$ cat src/rtl/tqv_peripheral_harness.sv
// tqv_peripheral_harness
//   TinyTapeout wrapper hosting one TinyQV-style peripheral whose register
//   bus is reached through an SPI mode-0 slave on the bidirectional pins.
// Ports:
//   clk, rst_n      system clock, synchronous active-low reset
//   ena             design select (unused)
//   ui_in/uo_out    dedicated pins, wired straight to the peripheral
//   uio_in          [0] CS_n, [1] MOSI, [3] SCK
//   uio_out         [2] MISO, [4] peripheral interrupt, others 0
//   uio_oe          constant 8'b0001_0100

module tqv_mc_alu (
  input  logic       clk,
  input  logic       rst_n,
  input  logic       wr_en,
  input  logic [1:0] sel,
  input  logic [5:0] wdata,
  output logic [5:0] rdata
);
  logic [5:0] amps [0:3];

  always_ff @(posedge clk) begin
    if (!rst_n) begin
      for (int unsigned i = 0; i < 4; i++) amps[i] <= '0;
    end else if (wr_en) begin
      amps[sel] <= wdata;
    end
  end

  assign rdata = amps[sel];
endmodule

// Minimal peripheral: reg0 at 0 (width-masked writes), interrupt flag at 1,
// ui_in readback at 2, four 6-bit amplitudes at 8..11.
module tqv_user_peripheral (
  input  logic        clk,
  input  logic        rst_n,
  input  logic [7:0]  ui_in,
  output logic [7:0]  uo_out,
  input  logic [5:0]  address,
  input  logic [31:0] data_in,
  input  logic [1:0]  data_write_n,
  input  logic [1:0]  data_read_n,
  output logic [31:0] data_out,
  output logic        data_ready,
  output logic        user_interrupt
);
  logic [31:0] reg0;
  logic        irq;
  logic        wr;
  logic        amp_sel;
  logic [5:0]  amp_rd;

  assign wr      = (data_write_n != 2'b11);
  assign amp_sel = (address[5:2] == 4'd2);

  tqv_mc_alu mc_alu_unit (
    .clk   (clk),
    .rst_n (rst_n),
    .wr_en (wr && amp_sel),
    .sel   (address[1:0]),
    .wdata (data_in[5:0]),
    .rdata (amp_rd)
  );

  always_ff @(posedge clk) begin
    if (!rst_n) begin
      reg0       <= '0;
      irq        <= 1'b0;
      data_ready <= 1'b0;
    end else begin
      data_ready <= (data_read_n != 2'b11) && !data_ready;
      if (wr && address == 6'd0) begin
        case (data_write_n)
          2'b00:   reg0[7:0]  <= data_in[7:0];
          2'b01:   reg0[15:0] <= data_in[15:0];
          default: reg0       <= data_in;
        endcase
      end
      if (wr && address == 6'd1) irq <= data_in[0];
    end
  end

  always_comb begin
    data_out = '0;
    if (address == 6'd0)      data_out = reg0;
    else if (address == 6'd1) data_out = {31'b0, irq};
    else if (address == 6'd2) data_out = {24'b0, ui_in};
    else if (amp_sel)         data_out = {26'b0, amp_rd};
  end

  assign uo_out         = reg0[7:0];
  assign user_interrupt = irq;
endmodule

module tqv_peripheral_harness (
  input  logic       clk,
  input  logic       rst_n,
  input  logic       ena,
  input  logic [7:0] ui_in,
  output logic [7:0] uo_out,
  input  logic [7:0] uio_in,
  output logic [7:0] uio_out,
  output logic [7:0] uio_oe
);
  typedef enum logic [2:0] {S_IDLE, S_CMD, S_WDATA, S_RWAIT, S_RDATA, S_DONE} state_t;

  state_t      state, state_next;
  logic [1:0]  cs_sync, mosi_sync, sck_sync;
  logic        cs_prev, sck_prev;
  logic        cs_fall, cs_rise, sck_rise, sck_fall, mosi_s;
  logic [5:0]  bit_cnt, last_idx;
  logic [31:0] shreg, cmd_word, aligned;
  logic [1:0]  wcode, wcode_cmd;
  logic        rd_armed, miso;

  logic [5:0]  address;
  logic [31:0] data_in, data_out;
  logic [1:0]  data_write_n, data_read_n;
  logic        data_ready, user_interrupt;

  logic        unused_ok;
  assign unused_ok = &{1'b0, ena, uio_in[7:4], uio_in[2]};

  tqv_user_peripheral user_peripheral (
    .clk            (clk),
    .rst_n          (rst_n),
    .ui_in          (ui_in),
    .uo_out         (uo_out),
    .address        (address),
    .data_in        (data_in),
    .data_write_n   (data_write_n),
    .data_read_n    (data_read_n),
    .data_out       (data_out),
    .data_ready     (data_ready),
    .user_interrupt (user_interrupt)
  );

  always_ff @(posedge clk) begin
    if (!rst_n) begin
      cs_sync   <= 2'b11;
      mosi_sync <= '0;
      sck_sync  <= '0;
      cs_prev   <= 1'b1;
      sck_prev  <= 1'b0;
    end else begin
      cs_sync   <= {cs_sync[0], uio_in[0]};
      mosi_sync <= {mosi_sync[0], uio_in[1]};
      sck_sync  <= {sck_sync[0], uio_in[3]};
      cs_prev   <= cs_sync[1];
      sck_prev  <= sck_sync[1];
    end
  end

  assign mosi_s   = mosi_sync[1];
  assign cs_fall  = cs_prev & ~cs_sync[1];
  assign cs_rise  = ~cs_prev & cs_sync[1];
  assign sck_rise = ~sck_prev & sck_sync[1];
  assign sck_fall = sck_prev & ~sck_sync[1];

  assign cmd_word  = {shreg[30:0], mosi_s};
  assign wcode_cmd = (cmd_word[30:29] == 2'b11) ? 2'b10 : cmd_word[30:29];

  always_comb begin
    case (wcode)
      2'b00:   begin last_idx = 6'd7;  aligned = data_out << 24; end
      2'b01:   begin last_idx = 6'd15; aligned = data_out << 16; end
      default: begin last_idx = 6'd31; aligned = data_out;       end
    endcase
  end

  always_ff @(posedge clk) begin
    if (!rst_n) state <= S_IDLE;
    else        state <= state_next;
  end

  // In RDATA a fall only advances MISO once a rise has been seen there; this
  // keeps the trailing fall of the last command bit from consuming a data bit.
  always_comb begin
    state_next = state;
    if (cs_rise) begin
      state_next = S_IDLE;
    end else begin
      case (state)
        S_IDLE:  if (cs_fall) state_next = S_CMD;
        S_CMD:   if (sck_rise && bit_cnt == 6'd31)
                   state_next = cmd_word[31] ? S_WDATA : S_RWAIT;
        S_WDATA: if (sck_rise && bit_cnt == last_idx) state_next = S_DONE;
        S_RWAIT: if (data_ready) state_next = S_RDATA;
        S_RDATA: if (sck_fall && rd_armed && bit_cnt == last_idx) state_next = S_DONE;
        S_DONE:  state_next = S_DONE;
        default: state_next = S_IDLE;
      endcase
    end
  end

  always_ff @(posedge clk) begin
    if (!rst_n) begin
      bit_cnt      <= '0;
      shreg        <= '0;
      wcode        <= 2'b10;
      rd_armed     <= 1'b0;
      miso         <= 1'b0;
      address      <= '0;
      data_in      <= '0;
      data_write_n <= 2'b11;
      data_read_n  <= 2'b11;
    end else begin
      data_write_n <= 2'b11;
      if (cs_rise) begin
        data_read_n <= 2'b11;
        miso        <= 1'b0;
      end else begin
        case (state)
          S_IDLE: if (cs_fall) begin
            bit_cnt  <= '0;
            shreg    <= '0;
            miso     <= 1'b0;
            rd_armed <= 1'b0;
          end
          S_CMD: if (sck_rise) begin
            if (bit_cnt == 6'd31) begin
              wcode   <= wcode_cmd;
              address <= cmd_word[5:0];
              bit_cnt <= '0;
              shreg   <= '0;
              if (!cmd_word[31]) data_read_n <= wcode_cmd;
            end else begin
              shreg   <= cmd_word;
              bit_cnt <= bit_cnt + 6'd1;
            end
          end
          S_WDATA: if (sck_rise) begin
            if (bit_cnt == last_idx) begin
              data_in      <= cmd_word;
              data_write_n <= wcode;
            end else begin
              shreg   <= cmd_word;
              bit_cnt <= bit_cnt + 6'd1;
            end
          end
          S_RWAIT: if (data_ready) begin
            data_read_n <= 2'b11;
            shreg       <= aligned;
            miso        <= aligned[31];
            bit_cnt     <= '0;
            rd_armed    <= 1'b0;
          end
          S_RDATA: begin
            if (sck_rise) begin
              rd_armed <= 1'b1;
            end else if (sck_fall && rd_armed) begin
              rd_armed <= 1'b0;
              if (bit_cnt == last_idx) begin
                miso <= 1'b0;
              end else begin
                shreg   <= shreg << 1;
                miso    <= shreg[30];
                bit_cnt <= bit_cnt + 6'd1;
              end
            end
          end
          default: ;
        endcase
      end
    end
  end

  assign uio_out = {3'b000, user_interrupt, 1'b0, miso, 2'b00};
  assign uio_oe  = 8'b0001_0100;
endmodule

$ cat config.mk
export PLATFORM = sky130hd
export DESIGN_NAME = tqv_peripheral_harness
export DESIGN_NICKNAME = d
export VERILOG_FILES = /design/src/rtl/tqv_peripheral_harness.sv
export SDC_FILE = /design/constraint.sdc
export NUM_CORES = 1
export LEC_CHECK = 0
export ABC_AREA = 1
export CAP_MARGIN = 20
export CORE_MARGIN = 8
export CORE_UTILIZATION = 41
export DETAILED_ROUTE_END_ITERATION = 10
export GPL_TIMING_DRIVEN = 0
export PLACE_DENSITY = 0.68
export SLEW_MARGIN = 20
export SYNTH_ARGS = -nofsm -noshare
export SYNTH_HDL_FRONTEND = slang
export SYNTH_SLANG_ARGS = --single-unit
export TNS_END_PERCENT = 5
$ cat constraint.sdc
create_clock -name clk -period 2.3 [get_ports clk]
set_input_delay 0.345 -clock clk [delete_from_list [all_inputs] [get_ports clk]]
set_output_delay 0.345 -clock clk [all_outputs]
set_load 0.1 [all_outputs]
## Word level (Yosys, flattened, before mapping)

Memories as Yosys holds them, arrays and structs flattened. A register that Yosys moved wholly into a read port is not among the register bits.
Cells that the tools add are included.

| operators by class | value |
|---|---|
| reductions and logical operators | 30 |
| multiplexer cells | 57 |
| add/sub/neg operators | 1 |
| equality and inequality tests | 29 |
| bitwise gates (word level) | 15 |

Operator list:

| operator | count |
|---|---|
| 31-bit 2-to-1 mux | 9 |
| 31-bit one-hot mux with 5 select lines | 1 |
| 32-bit 2-to-1 mux | 3 |
| 32-bit one-hot mux with 2 select lines | 1 |
| 6-bit 2-to-1 mux | 10 |
| 6-bit one-hot mux with 5 select lines | 1 |
| 2-bit inequality test, second input constant | 14 |
| 5-bit AND reduction | 4 |
| 3-bit one-hot mux with 6 select lines | 1 |
| 2-bit 2-to-1 mux | 8 |
| 3-bit 2-to-1 mux | 5 |
| 1-bit 2-to-1 mux | 14 |
| 1-bit inverter | 11 |
| 5-bit one-hot mux with 2 select lines | 1 |
| 10-bit AND reduction | 1 |
| 1-bit logical AND | 8 |
| 4-bit AND reduction | 2 |
| 8-bit AND reduction | 1 |
| 6-bit by 1-bit adder with 6-bit output, second input constant | 1 |
| 3-bit by 2-bit == test with 1-bit output, second input constant | 2 |
| 3-bit == test, second input constant | 2 |
| 6-bit by 1-bit == test with 1-bit output, second input constant | 1 |
| 6-bit by 2-bit == test with 1-bit output, second input constant | 1 |
| 6-bit by 5-bit == test with 1-bit output, second input constant | 1 |
| 21 further kinds | 29 |

| word-level totals | value |
|---|---|
| memory bits (writable) | 24 |
| memories kept | 1 |
| register bits after elaboration | 128 |
| input port bits | 19 |
| output and inout port bits | 24 |

Memories:

| name | depth | bits a word | rd ports | clocked after Yosys merged registers in | wr ports | line | RTL |
|---|---|---|---|---|---|---|---|
| user_peripheral.mc_alu_unit.amps | 4 | 6 | 1 | 1 | 4 | 20 | `logic [5:0] amps [0:3];` |

## Depth between registers and ports, before layout

| logic depth | value |
|---|---|
| depth after elaboration | 8 |
| gate-level depth with buffers | 13 |

## Cells and area by module

Synthesis repeated with hierarchy kept, for this count alone.

| unflattened totals | value |
|---|---|
| cells, all modules | 1115 |
| area, all modules | 7572.3 um^2 |

Modules (own cells, without submodules):

| module | cells an instance | area an instance (um^2) | instances | sequential area each (um^2) |
|---|---|---|---|---|
| tqv_peripheral_harness | 679 | 4473.0 | 1 | 1881.8 |
| tqv_user_peripheral | 301 | 1915.6 | 1 | 680.7 |
| tqv_mc_alu | 135 | 1183.6 | 1 | 720.7 |

## Least setup slack after synthesis

Ideal clock, no wire load.

| timing path | value |
|---|---|
| path type | flip-flop to flip-flop |
| start | register address[3] |
| end | memory user_peripheral.mc_alu_unit.amps[3][0], enable pin |
| buffers on the path | 0 |
| arrival time | 1.393 ns |
| setup slack | 0.527 ns |
| stages on the path, launching flop included | 5 |
| setup time | 0.380 ns |
| path through | dfxtp_1 -> inv_1 -> nor3_2 -> nand2_1 -> o31ai_1 |

RTL lines:

| item | line | RTL |
|---|---|---|
| from (decl) | 117 | `logic [5:0] address;` |
| from (signal assigned) | 224 | `address <= cmd_word[5:0];` |
| to (decl) | 20 |  |

## Worst setup path after layout

| timing path | value |
|---|---|
| start | register user_peripheral.reg0[5] |
| end | output uo_out[5] |

RTL lines:

| item | line | RTL |
|---|---|---|
| from (decl) | 48 | `logic [31:0] reg0;` |
| from (signal assigned) | 75 | `2'b00: reg0[7:0] <= data_in[7:0];` |
| from (signal assigned) | 76 | `2'b01: reg0[15:0] <= data_in[15:0];` |
| from (signal assigned) | 77 | `default: reg0 <= data_in;` |
| to (decl) | 101 | `output logic [7:0] uo_out,` |

No word-level cell between the ends.

==> run metrics <==
met3 usage=4.45%; Fmax achieved=0.458 GHz; gpl congestion=0.921; Crit Path Max Fanout=3; layout cell share with drive strength beyond 1=12.1%; largest net degree at the start of global routing=17; Nets=1009; Port Buf Inserts=22; Post-synth EDFFs=24; Worst slew margin=36.0%; area grow syn2layout=16.3%; kind of critical path=reg -> out; Sw Share=32.5%; vias in the first global route=5883; Num CTS Buffers=17; Worst VDD drop=0.000547 V; WHS=426 ps; final setup skew=6.58 ps; fin crit share=94.9%; drt pass-1 iters=6; Die Area=21400 sq um; Fin. Hold Viols=0; Post-Synthesis Cell Area=6950 sq um; DIE HEIGHT=146 um; Routed Antenna Nets=0; leakage=0.00331 uW; fraction of registers with async set/reset=0%; slowest CP cell=dlygate4sd2_1; DRC=0; HPWL after DPL=14300 um; Top FF cell, synth=dfxtp_1; Hold Startpoint=cs_sync[0]$_SDFF_PN1_; Seq/Total Area, Yosys=47.8%; grt peak-use layer=met2; Placed Cells=1189; Final Critical Period=2180 ps; final setup fails=0; post-synthesis average cell area=7.44 sq um; critical path launch point type=flop; clock transition at the registers of the reported paths=60 ps; initial drt markers=612; CP Capture Type=output pin; final slew viol count=0; Seq pwr share=38.9%; CORE AREA=16600 sq um; final wirelength=20000 um; number of fill cells=1639; routed vias/inst=5.24; #FFs+latches synth=154; CP peak stage delay=850 ps; WP data required=1960 ps; Clock Root Buffer=clkbuf_16; chip width=146 um; combinational fraction of design power=23.5%; Avg WL per Cell=16.4 um; initial antenna violation count=0; Worst Setup SP=user_peripheral.reg0[5]$_SDFFE_PN0P_; r2r startpoint=bit_cnt[0]$_SDFFE_PN0P_; Initial Util=41.9%; IO Count=43; crit-path cells=buf_4 -> dlygate4sd2_1; Rows=47; CTS tree=built; P_sw=2390 uW; Placed Area=7490 sq um; H-tree Lvls=4; met1 usage=24.3%; slew at the pin closest to its max-slew limit=964 ps; CTS sink cnt=154; via count=6388; pwr dens=908 nW/um^2; diode count=0; Mapped Cells=935; post-route cell area=8090 sq um; Internal=4960 uW; Hold Path Class=reg -> reg; Synth warnings=0; GRT Util Overall=18.6%; first-pass GRT wire length=31600 um; GR Util met2=29.7%; fin cells=1219; RSZ-0062 raised after global routing=false; CTS Buffer Depth=2; clk_lat worst skew=430 ps; Overflow after GRT=0; Worst EP arrival=1840 ps; status=complete, no violations; clock share of power=37.6%; Setup TNS=0 ps; MaxCap Viol Count=0; Synth cell types=36
[placed cells by master (no fill, tap or decap), drive strengths merged]
master and count:
a211oi 1, a21oi 100, a22oi 7, a31oi 1
buf 56, bufinv 1, clkbuf 39, clkdlybuf4s50 12
clkinv 7, clkinvlp 1, conb 14, dfxtp 130
dlygate4sd2 1, edfxtp 24, ha 1, inv 95
nand2 213, nand3 42, nand4 9, nor2 110
nor3 9, o211ai 1, o21ai 102, o21bai 3
o22ai 10, o31ai 1, or2 3, xnor2 1
xor2 5
[final cells by class]
class	count	area, sq um	share of cell area [%]
well taps	220	275	3.40
clock inverters	6	61.3	0.758
repair buffers	23	204	2.52
clock buffers	23	520	6.43
flip-flops and latches	154	3320	41.1
plain buffers	62	384	4.75
inverters	98	369	4.56
multi-input cells	633	2950	36.5
[critical path: cells and delay by family (launching register included)]
| family | cells | cell delay (ps) |
|---|---|---|
| buffers and inverters | 2 | 990 |
| DFF | 1 | 420 |
[synthesized netlist by cell type (5+ instances only)]
cell type	count	share of area (%)
a21oi_1	100	7.2
a22oi_1	7	0.76
buf_2	17	1.2
buf_4	26	2.8
clkbuf_1	15	0.81
dfxtp_1	130	37
edfxtp_1	24	10
inv_1	86	4.6
inv_2	9	0.49
nand2_1	208	11
nand2_2	5	0.45
nand3_1	41	3.0
nand4_1	9	0.81
nor2_1	102	5.5
nor3_2	6	0.86
o21ai_0	97	7.0
o21ai_1	5	0.36
o22ai_1	10	0.90
xor2_1	5	0.63
[power by group through the flow]
stage	Sequential (uW)	Clock, uW	Combinational, uW
after global placement	2920	0	1650
after global routing	2870	2880	1850
final	2860	2760	1720
after floorplan	2910	0	1210
after CTS	2860	2780	1680
after detailed placement	2920	0	1660
[routing by layer]
layer | part of all wire, % | vias to the layer above
li1 | - | 3120
met1 | 45 | 3004
met2 | 46 | 231
met3 | 7.8 | 33
met4 | 1.7 | 0
met5 | 0 | -
[state kept, by name, indices dropped and copies added (netlist names), 3 cells and up, named ones only]
register,count
user_peripheral.reg0,32
address,6
bit_cnt,6
user_peripheral.mc_alu_unit.amps,24
state,3
data_in,32
shreg,31
[repair_timing]
action                                  4_1_cts  5_1_grt
setup buffers                                 0        1
pin swaps                                     0        1
endpoints found under the setup margin       11       70
resized for setup                            12        8
hold buffers                                  0        0
[logic make-up (layout without fill, tap and decap cells)]
| kind of cell | Yosys count | in the layout | share of synthesized area (%) |
|---|---|---|---|
| AND/OR/NAND/NOR | 386 | 386 | 23.4 |
| AO/OA/AOI/OAI | 226 | 226 | 16.9 |
| buffers and inverters | 160 | 212 | 10.8 |
| flip-flops | 154 | 154 | 47.8 |
| XOR/XNOR | 6 | 6 | 0.756 |
| other | 2 | 14 | 0.108 |
| adder cells (fa/ha/maj) | 1 | 1 | 0.180 |
[worst paths after layout]
path                         endpoint  slack [ps]  cells after the start
max                         uo_out[5]         120                      2
min             cs_sync[1]$_SDFF_PN1_         430                      1
max reg2reg  data_in[16]$_SDFFE_PN0P_         220                      7
min reg2reg     cs_sync[1]$_SDFF_PN1_         430                      1
[metrics by stage]
step	worst slack, ps	total power (uW)	utilization [%]
2_1_floorplan	527	4120	-
3_3_place_gp	-319	4560	45.2
3_5_place_dp	-329	4580	45.2
4_1_cts	7.19	7320	48.6
5_1_grt	36.5	7600	48.8
6_report	117	7350	48.8
(Power assumes the default switching activity.)
==> RTL change 1, RTL diff (same flow settings) <==
Compare `bit_cnt` against `6'd31` with >= in place of ==.
--- a/src/rtl/tqv_peripheral_harness.sv
+++ b/src/rtl/tqv_peripheral_harness.sv
@@ -221,3 +221,3 @@
           S_CMD: if (sck_rise) begin
-            if (bit_cnt == 6'd31) begin
+            if (bit_cnt >= 6'd31) begin
               wcode   <= wcode_cmd;
Formal check against the unedited RTL: same outputs for any inputs over 4 cycles, from zero or initial values and one cycle with rst_n low; that may be too few to reach the edited logic, so the function may still have changed.
==> RTL change 1 against the unedited design <==
  * Routed wire length shrank 1.7%
  * Synthesized area grew 1.4%
  * Power shrank 2.2%
  * Setup slack lost 0.023 ns
  * Sequential cell count is the same
  * Cell area grew 0.77%
  * Utilization shrank 0.99 points
  * Sequential share of layout area shrank 0.32 points
==> RTL change 1: results (changes against the unedited design) <==
## Placement
- 14,140 µm — hpwl dp, -1.1%
- 1,195 — number of placed cells counting well taps, +0.50%
- -0.3956 ns — worst setup slack after placement, -0.06662 ns
- 0.9177 — GPL Wtd Cong, -0.36%
- 7597 µm² — cell area reported after detailed placement, +1.4%

## Critical path
- 10 — highest net fanout along the worst path, +7
- sky130_fd_sc_hd__clkdlybuf4s50_1 — slowest stage cell on the critical path
- input port — startpoint type of the worst setup path
- 11 — path depth of the worst reg2reg path, +4
- shreg[10] — end of the worst register-to-register path
- rst_n — launching instance or port of the critical path
- 0.58 ns — worst stage delay on the critical path, -0.27 ns

## Route
- 8571 µm — post-route met1 wirelength, -3.8%
- 15.98 µm — per-cell routed wire length, -2.3%
- 1340 µm — routed length on met3, -13%
- 6,266 — total vias in the final route, -1.9%
- 9139 µm — amount of wire on met2 after detailed routing, about the same
- 525 — Detailed Route Iter0 Violations, -14%
- met4 — Highest Signal Layer
- 5.107 — Vias/cell, -2.5%
- 5 — number of iterations in the first detailed-routing pass, -1

## Yosys
- 936 — Post-Synthesis Cells, +0.11%
- 0.3727% — post-synthesis xor/xnor area fraction, -0.38 points
- 47.13% — sequential-to-total area share from yosys stat, -0.65 points
- sky130_fd_sc_hd__nand2_1 (187), sky130_fd_sc_hd__dfxtp_1 (130), sky130_fd_sc_hd__nor2_1 (108) — most used standard cells in the synthesized netlist
- 17.32% — synthesized-area fraction occupied by ao, oa, aoi and oai cells, +0.39 points
- 0.1775% — adder-cell share of the synthesized area, -0.0025 points
- sky130_fd_sc_hd__dfxtp_1 (37%), sky130_fd_sc_hd__edfxtp_1 (10%), sky130_fd_sc_hd__nand2_1 (10%) — top cells by area, synth
- 40 — Yosys cell types, +11%

## Min path
- reg2reg — class of the most critical hold timing path
- 1 — number of cells traversed by the worst hold path, unchanged

## GRT
- 23.34% — met1 GRT Util, -0.94 points
- 0 — initial antenna violation count, unchanged
- 4.645% — met3 layer usage reported by global route, +0.19 points
- 29.77% — met2 Resource Use GR, about the same
- 6,107 — via count of the first global-routing pass, +3.8%
- 31,710 µm — first-pass GRT wire length, +0.28%
- 18.50% — GRT Resource Usage Total, -0.082 points

## Pwr
- 627.5 µV — IR Drop Worst-Case VDD, +15%
- 3.203 nW — Static Leakage, -3.1%

## Outcome
- completed — status

## Layout
- 7.305% — buffer share of cell area, +0.036 points
- 628 — Multi-Input Combinational, -0.79%
- 36.74% — multi-input gate share of total cell area, +0.24 points
- 103 — non-clock inverter count in the final layout, +5.1%
- 40.76% — sequential cell area share, -0.32 points
- 15.63% — synthesis-to-layout area growth
- 1,705 — number of inserted filler cells in the final layout, +4.0%
- 6.967% — Final clock-cell share, -0.22 points
- 14.27% — fraction of layout cells with a size suffix above 1, +2.2 points

## Clock tree
- 10 — number of cells upsized or downsized after cts, -2
- 0 — post-CTS setup repair buffer count, unchanged

## Timing
- 0.007503 ns — final worst clock skew, +0.0009206 ns
- 0.4150 ns — worst hold slack, -0.01143 ns
- 36.56% — Max-slew headroom, +0.55 points

## Die
- 21,650 µm² — Die Footprint, +1.2%

## RTL change 1: cell types whose count changed after synthesis, sizes merged, moves of 6 or more
| cell | change |
|---|---|
| nand2 | -13 |
| nor2 | +8 |
| inv | +7 |
| a22oi | -6 |
| o211ai | +6 |
| o21ai | +6 |
## RTL change 1: worst max-delay path by stage
stage	slack, ns	end
2_1_floorplan	0.53	user_peripheral.mc_alu_unit.amps[3][0]
3_3_place_gp	-0.38	user_peripheral.mc_alu_unit.amps[2][5]
3_5_place_dp	-0.40	user_peripheral.mc_alu_unit.amps[2][5]
4_1_cts	0.04	user_peripheral.mc_alu_unit.amps[3][0]
5_1_grt	-0.03	data_in[8]
6_report	0.09	user_peripheral.mc_alu_unit.amps[1][5]
## RTL change 1: power by group
group	internal, W	leakage (nW)	switching, W
Clock	0.00151	0.261	0.00120
Combinational	0.000436	1.67	0.00119
Sequential	0.00280	1.28	0.0000598
Total	0.00474	3.20	0.00245
==> RTL change 2, RTL diff (config.mk and constraints unchanged) <==
Made on the original files. Make the reset (`rst_n`) asynchronous in 5 clocked blocks. Comments in the files are not updated.
--- a/src/rtl/tqv_peripheral_harness.sv
+++ b/src/rtl/tqv_peripheral_harness.sv
@@ -21,3 +21,3 @@
 
-  always_ff @(posedge clk) begin
+  always_ff @(posedge clk or negedge rst_n) begin
     if (!rst_n) begin
@@ -65,3 +65,3 @@
 
-  always_ff @(posedge clk) begin
+  always_ff @(posedge clk or negedge rst_n) begin
     if (!rst_n) begin
@@ -138,3 +138,3 @@
 
-  always_ff @(posedge clk) begin
+  always_ff @(posedge clk or negedge rst_n) begin
     if (!rst_n) begin
@@ -171,3 +171,3 @@
 
-  always_ff @(posedge clk) begin
+  always_ff @(posedge clk or negedge rst_n) begin
     if (!rst_n) state <= S_IDLE;
@@ -196,3 +196,3 @@
 
-  always_ff @(posedge clk) begin
+  always_ff @(posedge clk or negedge rst_n) begin
     if (!rst_n) begin
Behaviour: same outputs for any inputs over 4 cycles, from zero or initial values and one cycle with rst_n low; that may be too few to reach the edited logic, so the function may still have changed.
==> RTL change 2 against the unedited design <==
  * Register-to-register slack got worse by 0.08 ns
  * Synthesized area rose by 4.2%
  * Sequential cell count fell by 2
  * Cell area rose by 3.8%
  * Largest cell class unchanged
  * Routed wire length fell by 10%
  * Clock skew rose by 0.0014 ns
  * First-iteration DRC count fell by 31%
  * Setup slack improved by 0.022 ns
  * Power fell by 3.0%
==> RTL change 2: results (changes against the unedited design) <==
## Yosys
- sky130_fd_sc_hd__dfrtp_1 — primary flip-flop cell chosen by synthesis mapping
- sky130_fd_sc_hd__dfrtp_1 (50%), sky130_fd_sc_hd__nand2_1 (17%), sky130_fd_sc_hd__o21ai_0 (5.9%) — top cells by area, synth
- 52.62% — sequential-to-total area share from yosys stat, +4.8 points
- sky130_fd_sc_hd__nand2_1 (326), sky130_fd_sc_hd__dfrtp_1 (144), sky130_fd_sc_hd__o21ai_0 (86) — most used standard cells in the synthesized netlist
- 39 — Yosys cell types, +8.3%
- 100.0% — ys async rst share, +100 points

## Layout
- 965 — net count of the finished layout, -4.4%
- 13.49% — fraction of layout cells with a size suffix above 1, +1.4 points

## Timing
- 0.3262 ns — worst hold slack, -0.1002 ns
- 36.60% — Max-slew headroom, +0.58 points
- 0.008021 ns — final worst clock skew, +0.001439 ns

## Critical path
- 0.52 ns — worst stage delay on the critical path, -0.33 ns
- shreg[2] — end of the worst register-to-register path
- 8 — path depth of the worst reg2reg path, +1
- cs_prev — Crit Reg-Reg Startpoint

## Route
- 1075 µm — routed length on met3, -31%
- 15.19 µm — per-cell routed wire length, -7.2%
- 422 — Detailed Route Iter0 Violations, -31%

## Placement
- 0.1055 ns — worst setup slack after placement, +0.4345 ns
- 1,148 — number of placed cells counting well taps, -3.4%
- 12,670 µm — hpwl dp, -11%

## Pwr
- 0.004840 W — Internal, -2.4%
- 599.4 µV — IR Drop Worst-Case VDD, +9.6%
- 4.049 nW — Static Leakage, +22%

## GRT
- 80 — maximum number of pins on one net before global-route repair, +63
- 5,655 — via count of the first global-routing pass, -3.9%
- 29,690 µm — first-pass GRT wire length, -6.1%

## Min path
- uio_in[0] — worst hold path startpoint
- in2reg — class of the most critical hold timing path

## Outcome
- completed — status

==> RTL change 2: cell count changes in the layout (fill, tap and decap cells not counted), moves of 8 or more <==
cell                       unedited run  this run
sky130_fd_sc_hd__dfstp_2              0         8
sky130_fd_sc_hd__mux2_2               0         8
sky130_fd_sc_hd__o21ai_1              8        38
sky130_fd_sc_hd__nor2_1             101        32
sky130_fd_sc_hd__dfxtp_1            130         0
sky130_fd_sc_hd__edfxtp_1            24         0
sky130_fd_sc_hd__a21oi_1            100        12
sky130_fd_sc_hd__nand2_1            207       326
sky130_fd_sc_hd__o21ai_0             94        86
sky130_fd_sc_hd__inv_1               86        70
sky130_fd_sc_hd__dfrtp_1              0       144
==> RTL change 2: layer usage <==
layer	global-route usage [%]	vias to the layer above
met4	5.603	0
met3	4.066	19
li1	-	2919
met2	25.32	177
met5	0	-
met1	23.88	2797
==> RTL change 2: timing repair <==
action,4_1_cts,5_1_grt
endpoints found under the setup margin,10,11
hold endpoints to repair,73,0
buffers inserted,0,0
hold buffers,1,0
gates resized for setup,10,4
==> RTL change 2: how the worst max path moves through the flow <==
stage               startpoint                        to  slack [ns]
global route        bit_cnt[0]                 shreg[30]       0.001
global placement         rst_n  user_peripheral.reg0[26]       -5.28
CTS                 address[5]                 shreg[29]        0.07
finish                 cs_prev                  shreg[2]        0.14
floorplan              cs_prev                bit_cnt[0]        0.53
detailed placement  address[5]                 shreg[29]        0.11
==> RTL change 2: cell type report <==
type,count,area (µm²)
Inverter,79,296.5
Timing Repair Buffer,24,239.0
Tap cell,225,281.5
Buffer,55,349.1
Clock inverter,11,95.09
Clock buffer,21,480.5
Multi-Input combinational cell,614,2839
Fill cell,1621,8902
Sequential cell,152,3814
==> RTL change 2: power by group through the flow <==
| stage | sequential, W | combinational, W | clock, W |
|---|---|---|---|
| final | 0.00287 | 0.00156 | 0.00269 |
| after global routing | 0.00289 | 0.00170 | 0.00286 |
| after CTS | 0.00287 | 0.00155 | 0.00274 |
| after detailed placement | 0.00292 | 0.00154 | 0 |
| after global placement | 0.00292 | 0.00151 | 0 |
| after floorplan | 0.00290 | 0.00111 | 0 |
==> RTL change 2: logic make-up (layout without fill, tap and decap cells) <==
logic type      Yosys count  count (layout)  share of synthesized area (%)
compound gates          161             161                          11.90
mux                      11              11                          1.709
fa+ha+maj                 3               3                         0.5180
flops                   152             152                          52.62
buf+inv                 134             190                          8.891
other cells               2              14                         0.1036
xor+xnor                  4               4                         0.4834
simple gates            421             421                          23.77
==> RTL change 2: critical path: cells and delay by family, from the launching register on <==
kind	cells	cell delay (ns)
and+or+nand+nor	3	0.58
buffers and inverters	3	0.54
adders and majority gates	1	0.25
DFF	1	0.52
AOI/OAI and AO/OA	1	0.21
